[config.mk]
export PLATFORM = sky130hd
export DESIGN_NAME = control_unit
export DESIGN_NICKNAME = d
export VERILOG_FILES = /design/src/rtl/cpu_ctrl_pkg.sv /design/src/rtl/ctrl_decode.sv /design/src/rtl/control_unit.sv
export SDC_FILE = /design/constraint.sdc
export NUM_CORES = 1
export LEC_CHECK = 0
export CORE_AREA = 2 2 67 50
export CTS_CLUSTER_SIZE = 28
export DETAILED_ROUTE_END_ITERATION = 8
export DIE_AREA = 0 0 69 52
export PLACE_DENSITY = 0.92
export SYNTH_ARGS = -nofsm -noshare
export SYNTH_HDL_FRONTEND = slang
export SYNTH_HIERARCHICAL = 1
export SYNTH_SLANG_ARGS = --single-unit
[constraint.sdc]
create_clock -name clk -period 5.1 [get_ports clk]
set_clock_uncertainty 0.05 [all_clocks]
set_input_delay 1.275 -clock clk [delete_from_list [all_inputs] [get_ports clk]]
set_output_delay 1.275 -clock clk [all_outputs]
set_load 0.1 [all_outputs]
[src/rtl/cpu_ctrl_pkg.sv]
`default_nettype none
// ============================================================================
// Module   : cpu_ctrl_pkg
// Brief    : Opcodes, sequencer states and control-word bit indices shared
//            by control_unit and the CPU_datapath benches.
// Revision : 1.0  initial release
// ============================================================================
package cpu_ctrl_pkg;

    localparam int C_CTRL_W = 30;

    localparam logic [4:0] C_OP_LD   = 5'b00000;
    localparam logic [4:0] C_OP_LDI  = 5'b00001;
    localparam logic [4:0] C_OP_ST   = 5'b00010;
    localparam logic [4:0] C_OP_ADD  = 5'b00011;
    localparam logic [4:0] C_OP_SUB  = 5'b00100;
    localparam logic [4:0] C_OP_AND  = 5'b00101;
    localparam logic [4:0] C_OP_OR   = 5'b00110;
    localparam logic [4:0] C_OP_ROR  = 5'b00111;
    localparam logic [4:0] C_OP_ROL  = 5'b01000;
    localparam logic [4:0] C_OP_SHR  = 5'b01001;
    localparam logic [4:0] C_OP_SHRA = 5'b01010;
    localparam logic [4:0] C_OP_SHL  = 5'b01011;
    localparam logic [4:0] C_OP_ADDI = 5'b01100;
    localparam logic [4:0] C_OP_ANDI = 5'b01101;
    localparam logic [4:0] C_OP_ORI  = 5'b01110;
    localparam logic [4:0] C_OP_DIV  = 5'b01111;
    localparam logic [4:0] C_OP_MUL  = 5'b10000;
    localparam logic [4:0] C_OP_NEG  = 5'b10001;
    localparam logic [4:0] C_OP_BR   = 5'b10010;
    localparam logic [4:0] C_OP_NOT  = 5'b10011;
    localparam logic [4:0] C_OP_JR   = 5'b10100;
    localparam logic [4:0] C_OP_IN   = 5'b10101;
    localparam logic [4:0] C_OP_OUT  = 5'b10110;
    localparam logic [4:0] C_OP_MFLO = 5'b10111;
    localparam logic [4:0] C_OP_MFHI = 5'b11000;
    localparam logic [4:0] C_OP_NOP  = 5'b11001;
    localparam logic [4:0] C_OP_HALT = 5'b11010;

    localparam int C_PCOUT         = 0;
    localparam int C_ZHIGHOUT      = 1;
    localparam int C_ZLOWOUT       = 2;
    localparam int C_MDROUT        = 3;
    localparam int C_HIOUT         = 4;
    localparam int C_LOOUT         = 5;
    localparam int C_INPORTOUT     = 6;
    localparam int C_COUT          = 7;
    localparam int C_YOUT          = 8;
    localparam int C_MARIN         = 9;
    localparam int C_MDRIN         = 10;
    localparam int C_PCIN          = 11;
    localparam int C_IRIN          = 12;
    localparam int C_YIN           = 13;
    localparam int C_ZIN           = 14;
    localparam int C_HIIN          = 15;
    localparam int C_LOIN          = 16;
    localparam int C_INCPC         = 17;
    localparam int C_READ          = 18;
    localparam int C_RAMRD         = 19;
    localparam int C_RAMIN         = 20;
    localparam int C_GRA           = 21;
    localparam int C_GRB           = 22;
    localparam int C_GRC           = 23;
    localparam int C_BAOUT         = 24;
    localparam int C_ROUT_IN       = 25;
    localparam int C_R_ENABLEIN    = 26;
    localparam int C_ENABLECON     = 27;
    localparam int C_ENABLEOUTPORT = 28;
    localparam int C_ENABLEINPORT  = 29;

    typedef enum logic [3:0] {
        ST_IDLE = 4'd0,
        ST_T0   = 4'd1,
        ST_T1   = 4'd2,
        ST_T2   = 4'd3,
        ST_T3   = 4'd4,
        ST_T4   = 4'd5,
        ST_T5   = 4'd6,
        ST_T6   = 4'd7,
        ST_T7   = 4'd8,
        ST_HALT = 4'd9
    } state_t;

    // Instructions sharing an identical execute sequence collapse to one class.
    typedef enum logic [3:0] {
        CL_ALU, CL_IMM, CL_MULDIV, CL_NEGNOT, CL_LDI, CL_LD, CL_ST, CL_BR,
        CL_JR, CL_MFHI, CL_MFLO, CL_IN, CL_OUT, CL_NOP, CL_HALT
    } op_class_t;

    function automatic op_class_t op_class(input logic [4:0] op);
        op_class_t cl;
        cl = CL_NOP;
        case (op)
            C_OP_ADD, C_OP_SUB, C_OP_AND, C_OP_OR, C_OP_ROR,
            C_OP_ROL, C_OP_SHR, C_OP_SHRA, C_OP_SHL:  cl = CL_ALU;
            C_OP_ADDI, C_OP_ANDI, C_OP_ORI:          cl = CL_IMM;
            C_OP_MUL, C_OP_DIV:                      cl = CL_MULDIV;
            C_OP_NEG, C_OP_NOT:                      cl = CL_NEGNOT;
            C_OP_LDI:                                cl = CL_LDI;
            C_OP_LD:                                 cl = CL_LD;
            C_OP_ST:                                 cl = CL_ST;
            C_OP_BR:                                 cl = CL_BR;
            C_OP_JR:                                 cl = CL_JR;
            C_OP_MFHI:                               cl = CL_MFHI;
            C_OP_MFLO:                               cl = CL_MFLO;
            C_OP_IN:                                 cl = CL_IN;
            C_OP_OUT:                                cl = CL_OUT;
            C_OP_HALT:                               cl = CL_HALT;
            default:                                 cl = CL_NOP;
        endcase
        return cl;
    endfunction

    function automatic state_t last_step(input op_class_t cl);
        state_t st;
        case (cl)
            CL_ALU, CL_IMM, CL_LDI:                 st = ST_T5;
            CL_MULDIV, CL_BR:                       st = ST_T6;
            CL_NEGNOT:                              st = ST_T4;
            CL_LD, CL_ST:                           st = ST_T7;
            CL_JR, CL_MFHI, CL_MFLO, CL_IN, CL_OUT: st = ST_T3;
            default:                                st = ST_T2;
        endcase
        return st;
    endfunction

endpackage
`default_nettype wire

[src/rtl/ctrl_decode.sv]
`default_nettype none
// ============================================================================
// Module   : ctrl_decode
// Brief    : Combinational control-word decode from sequencer step, opcode
//            and branch condition.
// Revision : 1.0  initial release
// ============================================================================
module ctrl_decode
    import cpu_ctrl_pkg::*;
(
    input  state_t                state,
    input  logic [4:0]            opcode,
    input  logic                  conFF,
    output logic [C_CTRL_W-1:0]   ctrl
);

    op_class_t w_cl;
    assign w_cl = op_class(opcode);

    always_comb begin
        ctrl = '0;
        case (state)
            ST_T0: begin
                ctrl[C_PCOUT] = 1'b1; ctrl[C_MARIN] = 1'b1; ctrl[C_INCPC] = 1'b1;
            end
            ST_T1: begin
                ctrl[C_RAMRD] = 1'b1; ctrl[C_READ] = 1'b1; ctrl[C_MDRIN] = 1'b1;
            end
            ST_T2: begin
                ctrl[C_MDROUT] = 1'b1; ctrl[C_IRIN] = 1'b1;
            end
            ST_T3: begin
                case (w_cl)
                    CL_ALU, CL_IMM: begin
                        ctrl[C_GRB] = 1'b1; ctrl[C_ROUT_IN] = 1'b1; ctrl[C_YIN] = 1'b1;
                    end
                    CL_MULDIV: begin
                        ctrl[C_GRA] = 1'b1; ctrl[C_ROUT_IN] = 1'b1; ctrl[C_YIN] = 1'b1;
                    end
                    CL_NEGNOT: begin
                        ctrl[C_GRB] = 1'b1; ctrl[C_ROUT_IN] = 1'b1; ctrl[C_ZIN] = 1'b1;
                    end
                    // Immediate-address forms read the base via BAout so R0 reads as zero.
                    CL_LDI, CL_LD, CL_ST: begin
                        ctrl[C_GRB] = 1'b1; ctrl[C_BAOUT] = 1'b1; ctrl[C_YIN] = 1'b1;
                    end
                    CL_BR: begin
                        ctrl[C_GRA] = 1'b1; ctrl[C_ROUT_IN] = 1'b1; ctrl[C_ENABLECON] = 1'b1;
                    end
                    CL_JR: begin
                        ctrl[C_GRA] = 1'b1; ctrl[C_ROUT_IN] = 1'b1; ctrl[C_PCIN] = 1'b1;
                    end
                    CL_MFHI: begin
                        ctrl[C_GRA] = 1'b1; ctrl[C_R_ENABLEIN] = 1'b1; ctrl[C_HIOUT] = 1'b1;
                    end
                    CL_MFLO: begin
                        ctrl[C_GRA] = 1'b1; ctrl[C_R_ENABLEIN] = 1'b1; ctrl[C_LOOUT] = 1'b1;
                    end
                    CL_IN: begin
                        ctrl[C_GRA] = 1'b1; ctrl[C_R_ENABLEIN] = 1'b1; ctrl[C_INPORTOUT] = 1'b1;
                    end
                    CL_OUT: begin
                        ctrl[C_GRA] = 1'b1; ctrl[C_ROUT_IN] = 1'b1; ctrl[C_ENABLEOUTPORT] = 1'b1;
                    end
                    default: ;
                endcase
            end
            ST_T4: begin
                case (w_cl)
                    CL_ALU: begin
                        ctrl[C_GRC] = 1'b1; ctrl[C_ROUT_IN] = 1'b1; ctrl[C_ZIN] = 1'b1;
                    end
                    CL_IMM, CL_LDI, CL_LD, CL_ST: begin
                        ctrl[C_COUT] = 1'b1; ctrl[C_ZIN] = 1'b1;
                    end
                    CL_MULDIV: begin
                        ctrl[C_GRB] = 1'b1; ctrl[C_ROUT_IN] = 1'b1; ctrl[C_ZIN] = 1'b1;
                    end
                    CL_NEGNOT: begin
                        ctrl[C_ZLOWOUT] = 1'b1; ctrl[C_GRA] = 1'b1; ctrl[C_R_ENABLEIN] = 1'b1;
                    end
                    CL_BR: begin
                        ctrl[C_PCOUT] = 1'b1; ctrl[C_YIN] = 1'b1;
                    end
                    default: ;
                endcase
            end
            ST_T5: begin
                case (w_cl)
                    CL_ALU, CL_IMM, CL_LDI: begin
                        ctrl[C_ZLOWOUT] = 1'b1; ctrl[C_GRA] = 1'b1; ctrl[C_R_ENABLEIN] = 1'b1;
                    end
                    CL_MULDIV: begin
                        ctrl[C_ZLOWOUT] = 1'b1; ctrl[C_LOIN] = 1'b1;
                    end
                    CL_LD, CL_ST: begin
                        ctrl[C_ZLOWOUT] = 1'b1; ctrl[C_MARIN] = 1'b1;
                    end
                    CL_BR: begin
                        ctrl[C_COUT] = 1'b1; ctrl[C_ZIN] = 1'b1;
                    end
                    default: ;
                endcase
            end
            ST_T6: begin
                case (w_cl)
                    CL_MULDIV: begin
                        ctrl[C_ZHIGHOUT] = 1'b1; ctrl[C_HIIN] = 1'b1;
                    end
                    CL_LD: begin
                        ctrl[C_RAMRD] = 1'b1; ctrl[C_READ] = 1'b1; ctrl[C_MDRIN] = 1'b1;
                    end
                    // Store loads MDR from the bus, so Read stays low to select the bus path.
                    CL_ST: begin
                        ctrl[C_GRA] = 1'b1; ctrl[C_ROUT_IN] = 1'b1; ctrl[C_MDRIN] = 1'b1;
                    end
                    CL_BR: begin
                        ctrl[C_ZLOWOUT] = 1'b1; ctrl[C_PCIN] = conFF;
                    end
                    default: ;
                endcase
            end
            ST_T7: begin
                case (w_cl)
                    CL_LD: begin
                        ctrl[C_MDROUT] = 1'b1; ctrl[C_GRA] = 1'b1; ctrl[C_R_ENABLEIN] = 1'b1;
                    end
                    CL_ST: ctrl[C_RAMIN] = 1'b1;
                    default: ;
                endcase
            end
            default: ;
        endcase
    end

endmodule
`default_nettype wire

[src/rtl/control_unit.sv]
`default_nettype none
// ============================================================================
// Module   : control_unit
// Brief    : Hardwired T0-T7 microsequencer for the single-bus CPU.
//            Optional macro CU_STOP_EN adds a 'stop' input that diverts the
//            end of the current instruction into HALT.
// Revision : 1.0  initial release
// ============================================================================
module control_unit
    import cpu_ctrl_pkg::*;
(
    input  logic                  clk,
    input  logic                  rst,
    input  logic [4:0]            opcode,
    input  logic                  conFF,
`ifdef CU_STOP_EN
    input  logic                  stop,
`endif
    output logic [C_CTRL_W-1:0]   ctrl,
    output logic                  run,
    output logic [3:0]            step
);

    state_t    state_q;
    state_t    state_d;
    op_class_t w_cl;
    logic      w_stop;

`ifdef CU_STOP_EN
    assign w_stop = stop;
`else
    assign w_stop = 1'b0;
`endif

    assign w_cl = op_class(opcode);

    always_ff @(posedge clk or posedge rst) begin
        if (rst) begin
            state_q <= ST_IDLE;
        end else begin
            state_q <= state_d;
        end
    end

    always_comb begin
        state_d = state_q;
        case (state_q)
            ST_IDLE: state_d = ST_T0;
            ST_HALT: state_d = ST_HALT;
            default: begin
                // A halt opcode simply ends its (fetch-only) instruction in HALT.
                if (state_q == last_step(w_cl)) begin
                    state_d = (w_cl == CL_HALT || w_stop) ? ST_HALT : ST_T0;
                end else begin
                    state_d = state_t'(state_q + 4'd1);
                end
            end
        endcase
    end

    ctrl_decode u_ctrl_decode (
        .state  (state_q),
        .opcode (opcode),
        .conFF  (conFF),
        .ctrl   (ctrl)
    );

    assign run  = (state_q != ST_IDLE) && (state_q != ST_HALT);
    assign step = state_q;

endmodule
`default_nettype wire

==> metrics.csv, run 1 <==
stage,metric,value,unit
run_status,status,finished clean,
yosys,Area contributors post-synth,"dfrtp_1, ha_1, nand2_1, a21oi_1, nand2b_1",
floorplan,core area,2978,um^2
floorplan,total die area,3588,um^2
finish,layout cells sized above 1,0.3071,
setup_path,Worst EP arrival,3.45,ns
yosys,mean post-synth cell area,7.218,um^2
global_route,largest net degree at the start of global routing,29,
routing,routed wl met3,336,um
routing,Vias,1736,
timing,final hold violations,0,
routing,Via-to-Cell Ratio,6.222,
routing,average wire per standard cell,16.60,um
timing,fin crit period,4.779,ns
cts,Skew-Pair Late Insertion Delay,0.21,ns
yosys,Commonest cells post-synth,"nand2_1, inv_1, nor2_1, a21oi_1, nor3_1",
cts,Num Clock Sinks,4,
timing,Setup Viol. Count Final,0,
hold_path,hold path endpoint,step[3],
yosys,Synth area leader,dfrtp_1,
power_and_ir_drop,power share of the clock group,0.057,
yosys,Synth Register Bits,4,
routing,Top Layer Used,met4,
hold_path,Min-Delay Path Class,flop to flop,
finish,Fillers,199,
global_route,GRT Overall Usage,0.2586,
floorplan,die width,69,um
timing,TNS Setup,0,ns
placed_design,pre-CTS setup slack,0.2457,ns
finish,Antenna Cells,0,
routing,first drt pass iteration count,5,
floorplan,# IOs,43,
yosys,sequential fraction of the synthesis area,0.06667,
floorplan,Die Span Y,52,um
yosys,unique cell type count in the Yosys netlist,75,
timing,Max Slew Vio Count,0,
power_and_ir_drop,Int Pwr,0.4003,mW
setup_path,worst-path maximum fanout,15,
power_and_ir_drop,Pwr Density,510.6,nW/um^2
finish,max reg flops,4,
routing,metal2 WL,2.305,mm
yosys,Syn Inst Count,208,
finish,FF+latch area,100.1,um^2
floorplan,Initial Utilization,0.5042,
floorplan,# rows,17,
power_and_ir_drop,combinational share of power,0.824,
setup_path,R2R setup slack,2.81,ns
cts,CTS tree,done,
power_and_ir_drop,Leak Pwr,0.8661,nW
setup_path,cells on worst reg2reg path,5,
finish,Multi-input gate area,1282,um^2
cts,number of setup buffers added after CTS,0,
cts,CTS root buffer,clkbuf_8,
timing,RSZ-0062 raised after global routing,false,
cts,"Clk pin slew, worst setup/hold paths",0.03,ns
routing,Final ANT Viol Nets,0,
yosys,synthesized area,1501,um^2
timing,fin crit share,0.9371,
hold_path,Worst Hold Launch,step[3],
power_and_ir_drop,Max VDD drop,611.1,uV
routing,Residual DRC,0,
yosys,most common cell in the synthesized netlist,nand2_1,
setup_path,CP Launch Type,input port,
hold_path,Hold Path Cell Cnt,2,
setup_path,R2R Path Start,step[2],
yosys,Post-synth EDFFs,0,
placed_design,DP Cell Count,276,
timing,Final WS setup,0.3207,ns
cts,CTS Buffer Depth,2,
yosys,Synthesis Warnings,6,
yosys,top cell type's share of synthesized area,0.06667,
setup_path,Worst Setup End Kind,output port,
placed_design,HPWL after detailed placement,3.605,mm
setup_path,Setup CP Type,input port to output port,
power_and_ir_drop,Psw,0.7497,mW
global_route,Overflow after GRT,0,
yosys,Post-synth top flop,dfrtp_1,
global_route,initial antenna violation count,0,
power_and_ir_drop,switching share of power,0.6519,
setup_path,reg2reg end,step[3],
setup_path,Worst EP required,3.77,ns
placed_design,port bufs,40,
global_route,vias in the first global route,1645,
cts,post-CTS resize count,0,
routing,met1 wire length,1.892,mm
placed_design,Placer Congestion,0.9323,
timing,Peak Freq,209.2,MHz
finish,final non-filler cell total,279,
global_route,first-pass GRT wire length,7.624,mm
routing,final wirelength,4.631,mm
finish,Final #Nets,259,
routing,DRT iter0 DRCs,191,
finish,Area Overhead vs Synth,50.00,%
power_and_ir_drop,Reg power frac,0.119,
job,# Max-Cap Violations,0,
cts,hold-fix buffers at CTS,0,
yosys,Post-synth ARST share,1.000,
timing,Slew Limit Headroom,0.3264,
timing,worst-margin pin slew,1.010,ns
cts,Num CTS Buffers,3,
cts,# H-tree levels,1,
-- metal layers --
metal	global-route usage	vias up
met4	0.08824	0
met3	0.03488	12
met1	0.3148	805
li1	-	825
met2	0.4760	94
met5	0	-
-- critical path: stages --
cell             delay [ns]
clkdlybuf4s50_1        0.69
or3_4                  0.54
nor4_2                 0.25
o21ai_1                0.19
nor3_2                 0.30
buf_12                 0.21
-- layout by cell type, fill, tap and decap left out, types with 3 or more instances in the layout --
master and n:
o21ai_1 7, o21ai_0 6, clkbuf_8 3, a21oi_1 10, buf_12 26, and3_1 3
nand3_1 6, nand2_1 16, ha_1 8, nand2b_1 8, or2_2 3, nor3_2 5
clkdlybuf4s50_1 11, mux2i_1 3, buf_4 13, nor2_1 13, dfrtp_1 4, xnor2_1 3
inv_1 13, nor2b_1 5, or3_1 3, nor3_1 5
-- metrics by stage --
stage	cell area, um^2	power [mW]	utilization	hold slack, ns
after global routing	2252	1.196	0.7563	1.023
after floorplan	1563	0.8236	-	0.9911
after CTS	2252	1.147	0.7563	0.9559
after global placement	2211	1.050	0.7424	0.8467
final	2252	1.150	0.7563	0.9595
after detailed placement	2211	1.074	0.7424	0.8962
-- worst max path at each step --
stage          startpoint  endpoint  cells after the start
6_report        opcode[3]   ctrl[7]                      6
5_1_grt         opcode[3]   ctrl[7]                      6
4_1_cts         opcode[3]   ctrl[7]                      6
3_5_place_dp    opcode[3]   step[3]                     12
3_3_place_gp    opcode[3]   step[3]                     12
2_1_floorplan   opcode[2]  ctrl[15]                      5
-- power by group through the flow --
stage                     clock [mW]  sequential [mW]  combinational [mW]
after floorplan                    0            0.194               0.629
after CTS                     0.0662            0.134               0.946
final                         0.0653            0.137               0.947
after global placement             0            0.130               0.920
after global routing          0.0687            0.144               0.984
after detailed placement           0            0.134               0.939
-- logic make-up (layout without fill, tap and decap cells) --
family / Yosys count / count (layout) / share of synthesized area
AO/OA/AOI/OAI: 60 / 60 / 0.3142
XOR/XNOR: 3 / 3 / 0.01750
adder cells (fa/ha/maj): 9 / 9 / 0.07334
buffers and inverters: 35 / 67 / 0.1200
flip-flops: 4 / 4 / 0.06667
multiplexers: 6 / 6 / 0.04500
other: 1 / 2 / 0.002498
AND/OR/NAND/NOR: 90 / 90 / 0.3608
-- area by class of cell --
class                           count  share of cell area
Inverter                           14             0.02333
Timing Repair Buffer               50              0.3233
Clock buffer                        3             0.01833
Sequential cell                     4             0.04444
Tap cell                           38             0.02111
Multi-Input combinational cell    170              0.5694
(Power assumes the default switching activity.)
==> run 2, diff against run 1 <==
Settings changed: CORE_AREA 2 2 67 50 to 2 2 73 54, DIE_AREA 0 0 69 52 to 0 0 75 56, PLACE_DENSITY 0.92 to 0.81, SKIP_CTS_REPAIR_TIMING set to 1.
==> run 2 against run 1 <==
Compared with the run above:
- cell count increased by 3.9%
- global-route usage decreased by 5.5 points
- via count decreased by 2.9%
- largest power group unchanged
- highest routed layer unchanged
- flip-flop and latch count unchanged
- clock power increased by 0.6%
==> metrics.csv, run 2 (synthesis gave the netlist of run 1 again) <==
stage,metric,value,unit
run_status,status,finished clean,
cts,# H-tree levels,1,
setup_path,crit path max-delay cell type,clkdlybuf4s50_1,
setup_path,Setup CP Type,input port to output port,
global_route,largest net degree at the start of global routing,29,
timing,Setup Viol. Count Final,0,
cts,"Clk pin slew, worst setup/hold paths",0.03,ns
power_and_ir_drop,Leak Pwr,0.8613,nW
finish,final non-filler cell total,290,
timing,final hold violations,0,
floorplan,# IOs,43,
placed_design,HPWL after detailed placement,3.363,mm
setup_path,R2R setup slack,2.79,ns
finish,FF+latch area,100.1,um^2
power_and_ir_drop,power share of the clock group,0.058,
setup_path,Worst EP required,3.77,ns
global_route,GRT Overall Usage,0.2033,
placed_design,DP Cell Count,287,
finish,Final #Nets,258,
setup_path,worst-path maximum fanout,16,
finish,Area Overhead vs Synth,50.50,%
finish,layout cells sized above 1,0.3042,
timing,fin crit share,0.9205,
cts,CTS root buffer,clkbuf_8,
global_route,initial antenna violation count,0,
hold_path,hold path endpoint,step[3],
floorplan,total die area,4200,um^2
cts,Skew-Pair Late Insertion Delay,0.22,ns
finish,"leading cell types in the layout, fill and taps excluded","buf_12, nand2_1, inv_1, nor2_1, buf_4",
timing,TNS Setup,0,ns
power_and_ir_drop,Pwr Density,505.1,nW/um^2
power_and_ir_drop,Reg power frac,0.122,
floorplan,die width,75,um
placed_design,pre-CTS setup slack,0.2903,ns
routing,Residual DRC,0,
floorplan,Die Span Y,56,um
routing,final wirelength,4.323,mm
setup_path,CP Launch Type,input port,
setup_path,cells on worst reg2reg path,5,
cts,CTS Buffer Depth,2,
timing,Peak Freq,213.0,MHz
power_and_ir_drop,Max VDD drop,669.8,uV
routing,Final ANT Viol Nets,0,
routing,first drt pass iteration count,4,
placed_design,port bufs,40,
setup_path,CP cell instances,clkdlybuf4s50_1 > buf_4 > nor2b_1 > a21oi_1 > o221a_1 > o31ai_2 > buf_12,
finish,Fillers,276,
hold_path,Min-Delay Path Class,flop to flop,
timing,RSZ-0062 raised after global routing,false,
timing,Final WS setup,0.4052,ns
cts,Num CTS Buffers,3,
setup_path,Worst Setup End Kind,output port,
setup_path,CP Buf/Inv Count,3,
setup_path,reg2reg end,step[3],
hold_path,Hold Path Cell Cnt,2,
floorplan,Initial Utilization,0.4357,
timing,Slew Limit Headroom,0.3100,
routing,average wire per standard cell,14.91,um
timing,Max Slew Vio Count,0,
power_and_ir_drop,switching share of power,0.6508,
floorplan,core area,3446,um^2
job,# Max-Cap Violations,0,
hold_path,Worst Hold Launch,step[3],
power_and_ir_drop,Final Power,1.141,mW
routing,DRT iter0 DRCs,139,
timing,worst-margin pin slew,1.035,ns
setup_path,max incr delay on CP,0.72,ns
finish,post-layout instance area,2260,um^2
timing,fin crit period,4.695,ns
placed_design,area of placed instances,2218,um^2
placed_design,Placer Congestion,0.8996,
power_and_ir_drop,combinational share of power,0.820,
setup_path,R2R Path Start,step[2],
routing,Via-to-Cell Ratio,5.814,
global_route,first-pass GRT wire length,6.948,mm
finish,"most common cell after layout, fill and taps aside",buf_12,
setup_path,"delay-heaviest family, CP",buffers and inverters,
floorplan,# rows,18,
power_and_ir_drop,Int Pwr,0.3986,mW
finish,Multi-input gate area,1282,um^2
finish,Antenna Cells,0,
power_and_ir_drop,Psw,0.7428,mW
finish,max reg flops,4,
cts,Num Clock Sinks,4,
finish,Util after Layout,0.6558,
routing,Vias,1686,
global_route,Overflow after GRT,0,
setup_path,Worst EP arrival,3.37,ns
timing,hold slack,0.9134,ns
cts,CTS tree,done,
global_route,vias in the first global route,1466,
-- run 2: changes by cell type in the layout (fill, tap and decap cells not counted) --
cell,before,now
buf_4,13,12
-- run 2: how the worst max path moves through the flow --
stage | start | depth (start not counted) | end
floorplan | opcode[2] | 5 | ctrl[15]
global placement | opcode[0] | 12 | step[3]
detailed placement | opcode[2] | 12 | step[3]
CTS | opcode[2] | 7 | ctrl[25]
global route | opcode[2] | 7 | ctrl[25]
finish | opcode[2] | 7 | ctrl[25]
-- run 2: layout make-up --
type | instances | area share
multi-input cells | 170 | 0.5676
repair buffers | 49 | 0.3189
flip-flops and latches | 4 | 0.04430
well taps | 50 | 0.02769
inverters | 14 | 0.02326
clock buffers | 3 | 0.01827
-- run 2: power by group through the flow --
stage | Clock (mW) | Sequential (mW) | Combinational, mW
after CTS | 0.0677 | 0.135 | 0.938
after global routing | 0.0713 | 0.145 | 0.975
after global placement | 0 | 0.132 | 0.920
final | 0.0657 | 0.139 | 0.936
after floorplan | 0 | 0.194 | 0.629
after detailed placement | 0 | 0.136 | 0.934
-- run 2: tightest hold or removal path: cells and delay by family, from the launching register on --
kind	cells	cell delay [ns]
flip-flops	1	0.55
XOR/XNOR	1	0.24
multiplexers	1	0.13
-- run 2: routing by layer --
metal / routed length, um / vias to the layer above / global-route usage
met5: 0 / - / 0
met4: 16 / 0 / 0.04592
met3: 272 / 2 / 0.02536
met2: 2082 / 63 / 0.3271
met1: 1953 / 793 / 0.2851
li1: - / 828 / -
==> run 3, diff against run 2 <==
Settings changed: REMOVE_ABC_BUFFERS set to 1.
==> run 3 against run 2 <==
Compared with the run above:
- clock power shrank 1%
- critical path depth shrank 1
- combinational power shrank 2%
- global-route usage grew 0.080 points
- die area is the same
- sequential share of layout area grew 0.060 points
- cell count grew 0.69%
- register-to-register slack gained 0.13 ns
- hold slack lost 0.048 ns
- critical endpoint unchanged
- highest routed layer unchanged
==> metrics.csv, run 3 (synthesis gave the netlist of run 1 again) <==
stage,metric,value,unit
run_status,status,finished clean,
power_and_ir_drop,Final Power,1.117,mW
finish,Multi-input gate area,1225,um^2
setup_path,CP Launch Type,input port,
finish,final non-filler cell total,292,
floorplan,# rows,18,
finish,layout cells sized above 1,0.2645,
job,# Max-Cap Violations,0,
global_route,first-pass GRT wire length,6.927,mm
timing,fin crit period,4.741,ns
routing,Final ANT Viol Nets,0,
timing,RSZ-0062 raised after global routing,false,
timing,worst-margin pin slew,0.9687,ns
setup_path,R2R Path Start,step[2],
placed_design,Placer Congestion,0.9681,
finish,max reg flops,4,
timing,Slew Limit Headroom,0.3522,
floorplan,# IOs,43,
routing,average wire per standard cell,14.66,um
timing,Setup Viol. Count Final,0,
cts,Num Clock Sinks,4,
cts,Skew-Pair Late Insertion Delay,0.21,ns
global_route,vias in the first global route,1477,
routing,Residual DRC,0,
setup_path,"delay-heaviest family, CP",buffers and inverters,
placed_design,DP Cell Count,289,
routing,first drt pass iteration count,4,
setup_path,worst-path maximum fanout,13,
cts,CTS tree,done,
routing,final wirelength,4.280,mm
cts,CTS Buffer Depth,2,
cts,Num CTS Buffers,3,
finish,Area Overhead vs Synth,48.50,%
global_route,GRT Overall Usage,0.2041,
finish,Final #Nets,260,
timing,final hold violations,0,
finish,Fillers,301,
power_and_ir_drop,Max VDD drop,542.8,uV
setup_path,CP Buf/Inv Count,3,
hold_path,Worst Hold Launch,step[3],
finish,"most common cell after layout, fill and taps aside",buf_12,
global_route,largest net degree at the start of global routing,36,
power_and_ir_drop,Pwr Density,501.2,nW/um^2
setup_path,Setup CP Type,input port to output port,
floorplan,Initial Utilization,0.4357,
cts,"Clk pin slew, worst setup/hold paths",0.03,ns
cts,# H-tree levels,1,
setup_path,crit path max-delay cell type,clkdlybuf4s50_1,
routing,Vias,1667,
finish,"leading cell types in the layout, fill and taps excluded","buf_12, nand2_1, inv_1, nor2_1, buf_4",
hold_path,hold path endpoint,step[3],
finish,FF+latch area,100.1,um^2
routing,DRT iter0 DRCs,169,
setup_path,R2R setup slack,2.92,ns
timing,Peak Freq,210.9,MHz
global_route,Overflow after GRT,0,
routing,Via-to-Cell Ratio,5.709,
setup_path,reg2reg end,step[3],
global_route,initial antenna violation count,0,
setup_path,Worst EP arrival,3.42,ns
placed_design,port bufs,40,
power_and_ir_drop,Leak Pwr,0.8665,nW
setup_path,cells on worst reg2reg path,5,
finish,Antenna Cells,0,
setup_path,Worst EP required,3.77,ns
timing,fin crit share,0.9297,
floorplan,die width,75,um
timing,Max Slew Vio Count,0,
placed_design,HPWL after detailed placement,3.255,mm
hold_path,Min-Delay Path Class,flop to flop,
finish,Util after Layout,0.6471,
setup_path,max incr delay on CP,0.66,ns
floorplan,total die area,4200,um^2
floorplan,core area,3446,um^2
cts,CTS root buffer,clkbuf_8,
setup_path,CP cell instances,clkdlybuf4s50_1 > buf_4 > o31a_1 > o221a_1 > o31ai_1 > buf_12,
hold_path,Hold Path Cell Cnt,2,
floorplan,Die Span Y,56,um
setup_path,Worst Setup End Kind,output port,
## run 3: cell types whose count changed in the layout (fill, tap and decap cells not counted), sizes merged
cell,change
buf,+2
## run 3: report_power, final
part	internal, mW	leakage, nW	switching [mW]
Combinational	0.299	0.797	0.622
Clock	0.0502	0.0216	0.0147
Sequential	0.0477	0.0478	0.0845
## run 3: how the worst max path moves through the flow
| stage | from | endpoint | slack (ns) | depth (start not counted) |
|---|---|---|---|---|
| global placement | opcode[1] | step[3] | 0.40 | 12 |
| floorplan | step[0] | ctrl[23] | -2.57 | 2 |
| finish | opcode[3] | ctrl[25] | 0.36 | 6 |
| CTS | opcode[3] | ctrl[25] | 0.38 | 6 |
| global route | opcode[3] | ctrl[7] | 0.25 | 6 |
| detailed placement | opcode[3] | ctrl[25] | 0.39 | 6 |
## run 3: worst register-to-register path, stage by stage (launching register included)
cell and delay (ns):
dfrtp_1 0.54, or2_2 0.36, a2111oi_0 0.38, a311oi_1 0.14
a211oi_4 0.27, mux2_4 0.32
## run 3: metal layers
metal  wire length (um)  vias up  global-route usage
li1                   -      829                   -
met1               1940      765              0.2843
met2               2054       69              0.3283
met3                260        4             0.02355
met4                 25        0             0.05357
met5                  0        -                   0
## run 3: stage by stage
| step | hold slack [ns] | TNS (ns) | area [um^2] | setup WS, ns |
|---|---|---|---|---|
| 2_1_floorplan | 0.9911 | -13.07 | 1378 | -2.569 |
| 3_3_place_gp | 0.8397 | 0 | 2188 | 0.3972 |
| 3_5_place_dp | 0.8449 | 0 | 2188 | 0.3854 |
| 4_1_cts | 0.8599 | 0 | 2230 | 0.3795 |
| 5_1_grt | 0.9372 | 0 | 2230 | 0.2453 |
| 6_report | 0.8651 | 0 | 2230 | 0.3587 |
## run 3: cell type report
type	instances	area share
Clock buffer	3	0.01852
Inverter	14	0.02357
Multi-Input combinational cell	170	0.5494
Sequential cell	4	0.04489
Tap cell	50	0.02806
Timing Repair Buffer	51	0.3356
